$ cat src/rtl/sram_cnt_pkg.sv
// Shared types and default widths for the pixel hit-counter SRAM controller.
// No logic. No latency. No backpressure.
// Holds the FSM state encoding and the operation tag used by controller and bench.
package sram_cnt_pkg;

  localparam int ADDR_BITS_DEF = 6;
  localparam int DATA_BITS_DEF = 12;

  typedef enum logic [2:0] {
    IDLE,
    RD,
    PRE_R,
    WR,
    PRE_W
  } state_e;

  typedef enum logic {
    OP_INC,
    OP_RO
  } op_e;

endpackage

$ cat src/rtl/sram_cnt_arb.sv
// Two-way round-robin arbiter: bit 0 = increment path, bit 1 = readout path.
// Latency: combinational grant; the last-winner flag updates on the grant edge.
// Backpressure: no grant while grant_en is low; a loser keeps requesting.
module sram_cnt_arb (
  input  logic       clk,
  input  logic       rst,
  input  logic [1:0] req,
  input  logic       grant_en,
  output logic [1:0] gnt
);

  logic last_ro;

  always_comb begin
    gnt = 2'b00;
    if (grant_en) begin
      if (req == 2'b11) gnt = last_ro ? 2'b01 : 2'b10;
      else              gnt = req;
    end
  end

  // Starting with "readout won last" lets the hit path win the first contention.
  always_ff @(posedge clk) begin
    if (rst)       last_ro <= 1'b1;
    else if (|gnt) last_ro <= gnt[1];
  end

endmodule

$ cat src/rtl/sram_cnt_ctrl.sv
// Sole access controller for a 64x12 handshake SRAM of per-pixel hit counters.
// Latency: plain readout ack 3 cycles after grant, increment/clear ack 6 cycles.
// Backpressure: requesters hold req until ack; grants only happen from IDLE.
module sram_cnt_ctrl
  import sram_cnt_pkg::*;
#(
  parameter int ADDR_BITS = ADDR_BITS_DEF,
  parameter int DATA_BITS = DATA_BITS_DEF,
  parameter int PULSE_CYC = 1,
  parameter int PRE_CYC   = 1
) (
  input  logic                 clk,
  input  logic                 rst,
  input  logic                 inc_req,
  input  logic [ADDR_BITS-1:0] inc_addr,
  output logic                 inc_ack,
  input  logic                 ro_req,
  input  logic [ADDR_BITS-1:0] ro_addr,
  input  logic                 ro_clr,
  output logic                 ro_ack,
  output logic                 ro_valid,
  output logic [DATA_BITS-1:0] ro_data,
  output logic                 sram_read,
  output logic                 sram_write,
  output logic [ADDR_BITS-1:0] sram_addr,
  output logic [DATA_BITS-1:0] sram_din,
  input  logic [DATA_BITS-1:0] sram_dout,
  input  logic                 sram_read_done,
  input  logic                 sram_write_done,
  output logic                 busy,
  output logic                 sat_evt
);

  localparam int CNT_W = 8;

  state_e               state, state_nxt;
  op_e                  op_q, op_d;
  logic                 clr_q, clr_d, op_vld, vld_d;
  logic [DATA_BITS-1:0] val_q, val_d, val_inc;
  logic [CNT_W-1:0]     cnt, cnt_d, cnt_lim;
  logic                 cnt_ok;
  logic [1:0]           gnt;

  logic                 read_d, write_d, inc_ack_d, ro_ack_d, ro_valid_d, sat_d, busy_d;
  logic [ADDR_BITS-1:0] addr_d;
  logic [DATA_BITS-1:0] din_d, ro_data_d;

  sram_cnt_arb u_arb (
    .clk      (clk),
    .rst      (rst),
    .req      ({ro_req, inc_req}),
    .grant_en (state == IDLE),
    .gnt      (gnt)
  );

  // One counter serves both strobe hold time and precharge; it restarts on every state change.
  assign cnt_lim = (state == RD || state == WR) ? CNT_W'(PULSE_CYC) : CNT_W'(PRE_CYC);
  assign cnt_ok  = (cnt + CNT_W'(1)) >= cnt_lim;
  assign val_inc = (&val_q) ? val_q : val_q + DATA_BITS'(1);

  always_comb begin
    state_nxt = state;
    case (state)
      IDLE:    if (|gnt) state_nxt = RD;
      RD:      if (cnt_ok && sram_read_done) state_nxt = PRE_R;
      PRE_R:   if (cnt_ok) state_nxt = (op_q == OP_INC || clr_q) ? WR : IDLE;
      WR:      if (cnt_ok && sram_write_done) state_nxt = PRE_W;
      PRE_W:   if (cnt_ok) state_nxt = IDLE;
      default: state_nxt = IDLE;
    endcase
  end

  always_comb begin
    read_d     = 1'b0;
    write_d    = 1'b0;
    addr_d     = sram_addr;
    din_d      = sram_din;
    op_d       = op_q;
    clr_d      = clr_q;
    vld_d      = op_vld;
    val_d      = val_q;
    ro_data_d  = ro_data;
    ro_valid_d = 1'b0;
    inc_ack_d  = 1'b0;
    ro_ack_d   = 1'b0;
    sat_d      = 1'b0;
    busy_d     = (state_nxt != IDLE);
    cnt_d      = (state_nxt != state) ? '0 : (cnt_ok ? cnt : cnt + CNT_W'(1));
    case (state)
      IDLE: begin
        if (|gnt) begin
          read_d = 1'b1;
          op_d   = gnt[1] ? OP_RO : OP_INC;
          clr_d  = gnt[1] & ro_clr;
          addr_d = gnt[1] ? ro_addr : inc_addr;
          vld_d  = 1'b1;
        end
      end
      RD: begin
        if (state_nxt == PRE_R) begin
          val_d = sram_dout;
          if (op_q == OP_RO) begin
            ro_data_d  = sram_dout;
            ro_valid_d = 1'b1;
          end
        end else begin
          read_d = 1'b1;
        end
      end
      PRE_R: begin
        if (state_nxt == WR) begin
          write_d = 1'b1;
          din_d   = (op_q == OP_INC) ? val_inc : '0;
          sat_d   = (op_q == OP_INC) && (&val_q);
        end else if (state_nxt == IDLE) begin
          ro_ack_d = op_vld;
        end
      end
      WR: begin
        if (state_nxt == WR) write_d = 1'b1;
      end
      PRE_W: begin
        // op_vld stays low after reset so the post-reset precharge never acks.
        if (state_nxt == IDLE) begin
          inc_ack_d = op_vld && (op_q == OP_INC);
          ro_ack_d  = op_vld && (op_q == OP_RO);
        end
      end
      default: ;
    endcase
  end

  always_ff @(posedge clk) begin
    if (rst) begin
      state      <= PRE_W;
      cnt        <= '0;
      op_q       <= OP_INC;
      clr_q      <= 1'b0;
      op_vld     <= 1'b0;
      val_q      <= '0;
      sram_read  <= 1'b0;
      sram_write <= 1'b0;
      sram_addr  <= '0;
      sram_din   <= '0;
      ro_data    <= '0;
      ro_valid   <= 1'b0;
      inc_ack    <= 1'b0;
      ro_ack     <= 1'b0;
      sat_evt    <= 1'b0;
      busy       <= 1'b0;
    end else begin
      state      <= state_nxt;
      cnt        <= cnt_d;
      op_q       <= op_d;
      clr_q      <= clr_d;
      op_vld     <= vld_d;
      val_q      <= val_d;
      sram_read  <= read_d;
      sram_write <= write_d;
      sram_addr  <= addr_d;
      sram_din   <= din_d;
      ro_data    <= ro_data_d;
      ro_valid   <= ro_valid_d;
      inc_ack    <= inc_ack_d;
      ro_ack     <= ro_ack_d;
      sat_evt    <= sat_d;
      busy       <= busy_d;
    end
  end

endmodule

$ cat config.mk
export PLATFORM = sky130hd
export DESIGN_NAME = sram_cnt_ctrl
export DESIGN_NICKNAME = d
export VERILOG_FILES = /design/src/rtl/sram_cnt_pkg.sv /design/src/rtl/sram_cnt_arb.sv /design/src/rtl/sram_cnt_ctrl.sv
export SDC_FILE = /design/constraint.sdc
export NUM_CORES = 1
export LEC_CHECK = 0
export BUFFER_PORTS_ARGS = -buffer_cell sky130_fd_sc_hd__clkbuf_2
export CORE_MARGIN = 4
export CORE_UTILIZATION = 31
export CTS_CLUSTER_DIAMETER = 30
export DETAILED_ROUTE_END_ITERATION = 7
export GPL_ROUTABILITY_DRIVEN = 0
export SYNTH_ARGS = -nofsm -noshare
export SYNTH_HDL_FRONTEND = slang
export SYNTH_SLANG_ARGS = --single-unit
$ cat constraint.sdc
create_clock -name clk -period 1.6 [get_ports clk]
set_input_delay 0.32 -clock clk [delete_from_list [all_inputs] [get_ports clk]]
set_output_delay 0.32 -clock clk [all_outputs]
set_load 0.05 [all_outputs]
# == After elaboration in Yosys (flattened, before gate mapping) ==
# Cells that the tools add are included.
# word_totals
regBits,64
in_bits,31
out_inout_bits,37
elab_cells,81
# classes
n_addsub,2
n_lt_le_gt_ge,1
eq_ne,8
mux,23
bitwise_logic,9
reduce_logical,21
# op_table
operator,count
$mux 12,2
$mux 3,5
$pmux 3 s5,1
$add 12x1->12 const B,1
$eq 3x2->1 const B,4
$reduce_and 12->1,1
$reduce_or 3->1,3
$add 8x1->8 const B,1
$ge 8x1->1 const B,1
$mux 1,8
$mux 2,4
$not 1->1,8
$reduce_or 2->1,4
$logic_not 3->1,2
$mux 6,1
$reduce_and 2->1,3
$logic_and 1x1->1,5
$pmux 1 s2,2
$eq 3x1->1 const B,1
$eq 3x3->1 const B,1
$ne 3x3->1,1
$reduce_and 3->1,1
$reduce_bool 3->1,1
$eq 2x2->1 const B,1
other kinds (2),2

# == Longest topological paths before layout ==
# depth
ltp_word,10
mapped_depth,8
mapped_depth_nobuf,6

# == By module ==
# Synthesis repeated with hierarchy kept, for this count alone.
# unflattened
hier_cells,325
hier_area_um2,2934.1
# by_module_without_submodules
module,n_inst,cells_each,area_per_inst_um2,seq_area_each_um2
sram_cnt_ctrl,1,317,2875.3,1261.2
sram_cnt_arb,1,8,58.8,20.0

# == Least setup slack after synthesis ==
# No wires, ideal clock.
# synth_path
path_kind,register to register
startpoint,register cnt[0]
endpoint,register ro_data[0]
setup_time_ps,118
t_arrival_ps,1570
t_required_ps,1482
slack_ps,-89
stages_incl_launch_ff,9
path_buffers,2
period_less_slack_ps,1689
cell_sequence,dfxtp_1 > inv_1 > ha_1 > nand3b_1 > a21o_4 > and3_1 > buf_6 > buf_12 > mux2i_1
# synth_between
elab_chain_len,7
word_cells_on_any_way,11
cone_classes,1 x add/sub; 1 x order compare; 1 x eq/ne; 5 x mux; 3 x reduce/logical
# synth_lines
element,line_no,rtl
from (decl),sram_cnt_ctrl.sv:40,"logic [CNT_W-1:0] cnt, cnt_d, cnt_lim;"
from (signal assigned),sram_cnt_ctrl.sv:153,cnt <= cnt_d;
$add 8x1->8 *,sram_cnt_ctrl.sv:58,assign cnt_ok = (cnt + CNT_W'(1)) >= cnt_lim;
$ge 8x1->1 *,sram_cnt_ctrl.sv:58,
"$logic_and 1x1->1, on equally long branches","sram_cnt_ctrl.sv:67, sram_cnt_ctrl.sv:65",
"$mux 3, on equally long branches","sram_cnt_ctrl.sv:67, sram_cnt_ctrl.sv:65",
$pmux 3 s5 *,sram_cnt_ctrl.sv:63,case (state)
$eq 3x2->1 *,sram_cnt_ctrl.sv:100,if (state_nxt == PRE_R) begin
$reduce_and 3->1 (no line) *,--,
to (signal assigned),sram_cnt_ctrl.sv:162,ro_data <= ro_data_d;
to (decl),sram_cnt_ctrl.sv:22,"output logic [DATA_BITS-1:0] ro_data,"
# Every way passes the cells marked *; elsewhere a longest branch is shown, timed or not.
# A chain may end at the register's enable or synchronous reset.

# == Worst setup path in the final report ==
# layout_path
startpoint,register cnt[1]
endpoint,register ro_data[4]
# The elaborated chain is that of the path after synthesis.

==> results by stage <==
Run status:
- The flow ran to the end, but the final reports show violations.
- The checks that failed: negative setup slack.

STA:
- The final setup violation count is 31.
- In the finished design, the share of the clock period the worst path needs comes to 1.05.
- For the pin with the worst max-slew slack, the measured transition is 427 ps.
- The max-slew violation count is 0.
- Counting I/O delays and the setup requirement, the final critical path takes roughly 1700 ps.
- The maximum clock frequency is 0.598 GHz.
- Setup repair after global routing could not meet its margin everywhere.
- The final count of hold timing violations was 0.
- The smallest hold slack is about 220 ps.
- Between clock sinks in the finished design, the worst skew comes to about 9.2 ps.
- The final worst slack is -73.3 ps.
- Headroom to the max-slew limit came out at 0.713.

Setup path:
- STA classifies the critical path endpoint as a flop.
- The worst register-to-register path begins at cnt[1].
- The number of cells on the worst reg-to-reg path is 7.
- The peak fanout along the critical path is 13.
- The class of the most critical setup path is reg -> reg.
- The kind of launch point of the worst setup path is a flop.
- The critical path arrival is 1890 ps.
- The worst register-to-register path ends at ro_data[4].
- The critical path starts at cnt[1].
- The worst endpoint required time is roughly 1800 ps.
- The worst setup slack for register-to-register paths is -70 ps.

Clock tree:
- The number of buffers added to fix hold violations after cts is 0.
- The depth of the CTS H-tree is 3.
- The clock tree from TritonCTS is done.
- The buffer cell driving the clock tree root is sky130_fd_sc_hd__clkbuf_8.
- The clock slew at the register clock pins of the worst setup and hold paths is approximately 70 ps.
- The CTS sink count is 64.
- In this run the deepest clock path goes through 2 buffers.
- Clock tree synthesis inserted a total of 9 buffers.
- The source-to-sink clock delay at the later pin of the worst-skew pair is 340 ps.

Synthesis:
- The portion of the post-synthesis area used by sequential elements is 0.426.
- The number of synthesized register bits is between 60 and 70.
- In the synthesized netlist the dominant register cell turns out to be sky130_fd_sc_hd__dfxtp_1.
- The share of async-settable or async-resettable flops after synthesis is 0.
- Counting every net in the synthesized netlist gives about 380.
- The instance count of the mapped netlist is around 350.
- The average size of a mapped cell is 8.72 um2.
- The count of different cell masters after synthesis is 54.
- After synthesis, the most frequently instantiated cells are 64 x sky130_fd_sc_hd__dfxtp_1, 33 x sky130_fd_sc_hd__nand2_1, 27 x sky130_fd_sc_hd__nand2b_1, 25 x sky130_fd_sc_hd__a21oi_1, 25 x sky130_fd_sc_hd__nand3_1.
- Among all cell types in the netlist, the one instantiated most often is sky130_fd_sc_hd__dfxtp_1.
- sky130_fd_sc_hd__dfxtp_1 takes more of the synthesized area than any other cell.
- Counting flops with a built-in enable in the synthesized netlist gives 0.
- The number of warning messages in the yosys log is 0.
- The cell area that synthesis handed to floorplanning was 3010 um2.
- Of the post-synthesis cell area, the dominant cell type holds 0.426.
- Ranked by total cell area, the synthesized netlist is headed by sky130_fd_sc_hd__dfxtp_1 43%, sky130_fd_sc_hd__nand2b_1 5.6%, sky130_fd_sc_hd__mux2i_1 5.3%, sky130_fd_sc_hd__a21oi_1 4.2%, sky130_fd_sc_hd__nand3_1 4.2%.

Global route:
- The global routing usage summed across all routing layers is 0.149.
- The initial antenna violation count is 0.
- The wire length of the first global-routing pass is 13,700 um.
- For met1 alone, demand over resource in global routing was 0.176.
- The most congested layer reported by global routing is met2.
- The met2 usage in global routing is 0.254.
- The final global-route overflow total is 0.
- The via count of the first global-routing pass was 2,906.
- The met3 routing resource usage after global routing is 0.0419.
- Entering global routing, the biggest net connects 36 pins.

Route:
- The DRC violation count after routing is 0.
- After the first detailed-routing iteration, the DRC count stood at approximately 120.
- The count of TritonRoute iterations in the first routing pass is 4.
- The via-per-instance ratio is 4.97.
- In the final routed layout, each cell accounts on average for 14.1 um.
- The overall via count from detail_route is roughly 3,000.
- Once detail routing completed, the nets flagged for antenna violations numbered 0.
- The detailed-route wire length is roughly 8400 um.

Floorplan:
- The initial utilization of the core area, before any placement, comes to 0.323.
- The count of pins on the block boundary is 68.
- The number of cell rows is 35.
- The overall die width is ~110 um.
- The core outline area is between 9000 and 10,000 um2.
- The vertical extent of the die is between 100 and 150 um.
- The area of the die is 11,300 um2.

Job:
- The max-capacitance violation count is 0.

Worst hold path:
- The path with the worst hold slack has its endpoint at clr_q.
- The startpoint identified for the worst hold timing path is ro_clr.
- The path class of the lowest-slack min-delay path is in -> reg.
- The number of cells on the worst hold path is 3.

Final layout:
- The area of the multi-input gates is between 1500 and 2000 um2.
- The sequential cell area in the final layout is between 1000 and 1500 um2.
- 0 antenna diodes ended up in the layout.
- The area growth from synthesis to final layout is 45.3%.
- The final net count is a little under 500.
- Once layout is complete, the cells apart from fillers number 593.
- The fraction of layout cells with a size suffix above 1 is 0.438.
- The layout has 925 filler cells.

Placed design:
- The number of cells in the design after placement is around 570.
- The placed wire-length estimate after detailed placement is 5900 um.
- In this run the tool buffered the top-level ports with 67 buffer cells.
- The post-placement setup slack is -232 ps.

Power and ir drop:
- The power density over the cells is 734 nW/um2.
- Across the VDD grid, the largest voltage drop is ~0.42 mV.
- Summed over all cells, the static leakage comes to around 1.7 nW.
## critical path: stages (launching register included)
cell	delay, ps
sky130_fd_sc_hd__dfxtp_4	370
sky130_fd_sc_hd__inv_2	50
sky130_fd_sc_hd__ha_4	140
sky130_fd_sc_hd__nand3b_1	190
sky130_fd_sc_hd__buf_6	160
sky130_fd_sc_hd__a21o_4	230
sky130_fd_sc_hd__and3_4	260
sky130_fd_sc_hd__mux2i_1	140
## state kept, by name, summed over array words and instances, names as in the netlist
register       flops
ro_valid           1
state              3
u_arb.last_ro      1
sram_read          1
inc_ack            1
ro_ack             1
clr_q              1
sram_write         1
op_vld             1
val_q             12
busy               1
cnt                8
op_q               1
sat_evt            1
sram_addr          6
ro_data           12
sram_din          12
## worst max-delay path by stage
stage | end | slack (ps) | cells after the start
after floorplan | ro_data[0] | -5 | 8
after global placement | ro_ack | -150 | 7
after detailed placement | ro_ack | -230 | 7
after CTS | inc_ack | -30 | 5
after global routing | inc_ack | -180 | 7
final | ro_data[4] | -70 | 7
## final cells by class
cell class,instances,share of cell area
clock buffers,10,0.0292
clock inverters,5,0.00572
inverters,4,0.00343
multi-input cells,255,0.442
flip-flops and latches,64,0.298
well taps,129,0.0369
repair buffers,126,0.185
## report_power, final
group | internal (W) | total [W] | switching (W)
logic | 0.000168 | 0.000417 | 0.000249
clock network | 0.000539 | 0.00114 | 0.000599
registers | 0.00162 | 0.00165 | 0.0000277
total | 0.00233 | 0.00321 | 0.000876
## layout by cell type, fill, tap and decap left out, types with 3 or more instances in the layout
cell type / count
sky130_fd_sc_hd__a2111oi_4: 3
sky130_fd_sc_hd__a211oi_1: 3
sky130_fd_sc_hd__a21oi_1: 23
sky130_fd_sc_hd__a311oi_1: 5
sky130_fd_sc_hd__a31oi_1: 4
sky130_fd_sc_hd__and3_1: 4
sky130_fd_sc_hd__buf_4: 52
sky130_fd_sc_hd__buf_6: 6
sky130_fd_sc_hd__clkbuf_2: 67
sky130_fd_sc_hd__clkbuf_8: 9
sky130_fd_sc_hd__clkinv_2: 5
sky130_fd_sc_hd__dfxtp_1: 54
sky130_fd_sc_hd__dfxtp_2: 7
sky130_fd_sc_hd__dfxtp_4: 3
sky130_fd_sc_hd__mux2i_1: 15
sky130_fd_sc_hd__nand2_1: 30
sky130_fd_sc_hd__nand2b_1: 27
sky130_fd_sc_hd__nand3_1: 24
sky130_fd_sc_hd__nand3b_1: 3
sky130_fd_sc_hd__nor2_1: 14
sky130_fd_sc_hd__nor2b_1: 4
sky130_fd_sc_hd__nor3_1: 4
sky130_fd_sc_hd__nor3_2: 10
sky130_fd_sc_hd__o21ai_0: 21
sky130_fd_sc_hd__o2bb2ai_2: 4
sky130_fd_sc_hd__xnor2_1: 4
## through the flow
| stage | utilization | setup TNS [ps] | total power (W) | instance area [um2] |
|---|---|---|---|---|
| global placement | 0.408 | -1520 | 0.00205 | 3810 |
| finish | 0.469 | -1400 | 0.00321 | 4370 |
| detailed placement | 0.408 | -2080 | 0.00206 | 3810 |
| CTS | 0.450 | -266 | 0.00323 | 4200 |
| floorplan | - | -54.5 | 0.00191 | 3020 |
| global route | 0.469 | -5500 | 0.00335 | 4370 |
## kinds of logic after synthesis
group	after synthesis	share of synthesized area
and+or+nand+nor	146	0.264
AOI/OAI and AO/OA	85	0.187
adders and majority gates	3	0.0125
buffers and inverters	27	0.0462
xor gates and xnor gates	4	0.0116
muxes	16	0.0532
DFF	64	0.426
## repair_timing
item,CTS,global route
gates resized for setup,50,27
endpoints found under the setup margin,36,59
cloned,1,0
setup buffers,2,2
pin swaps,13,11
endpoints found under the hold margin,0,0
## routing by layer
metal | wire length (um) | up-vias | part of all wire
met5 | 0 | - | 0
met4 | 139 | 0 | 0.017
met3 | 350 | 10 | 0.042
met2 | 4190 | 55 | 0.50
met1 | 3680 | 1405 | 0.44
li1 | - | 1480 | -
Power figures use the tool's default switching activity.
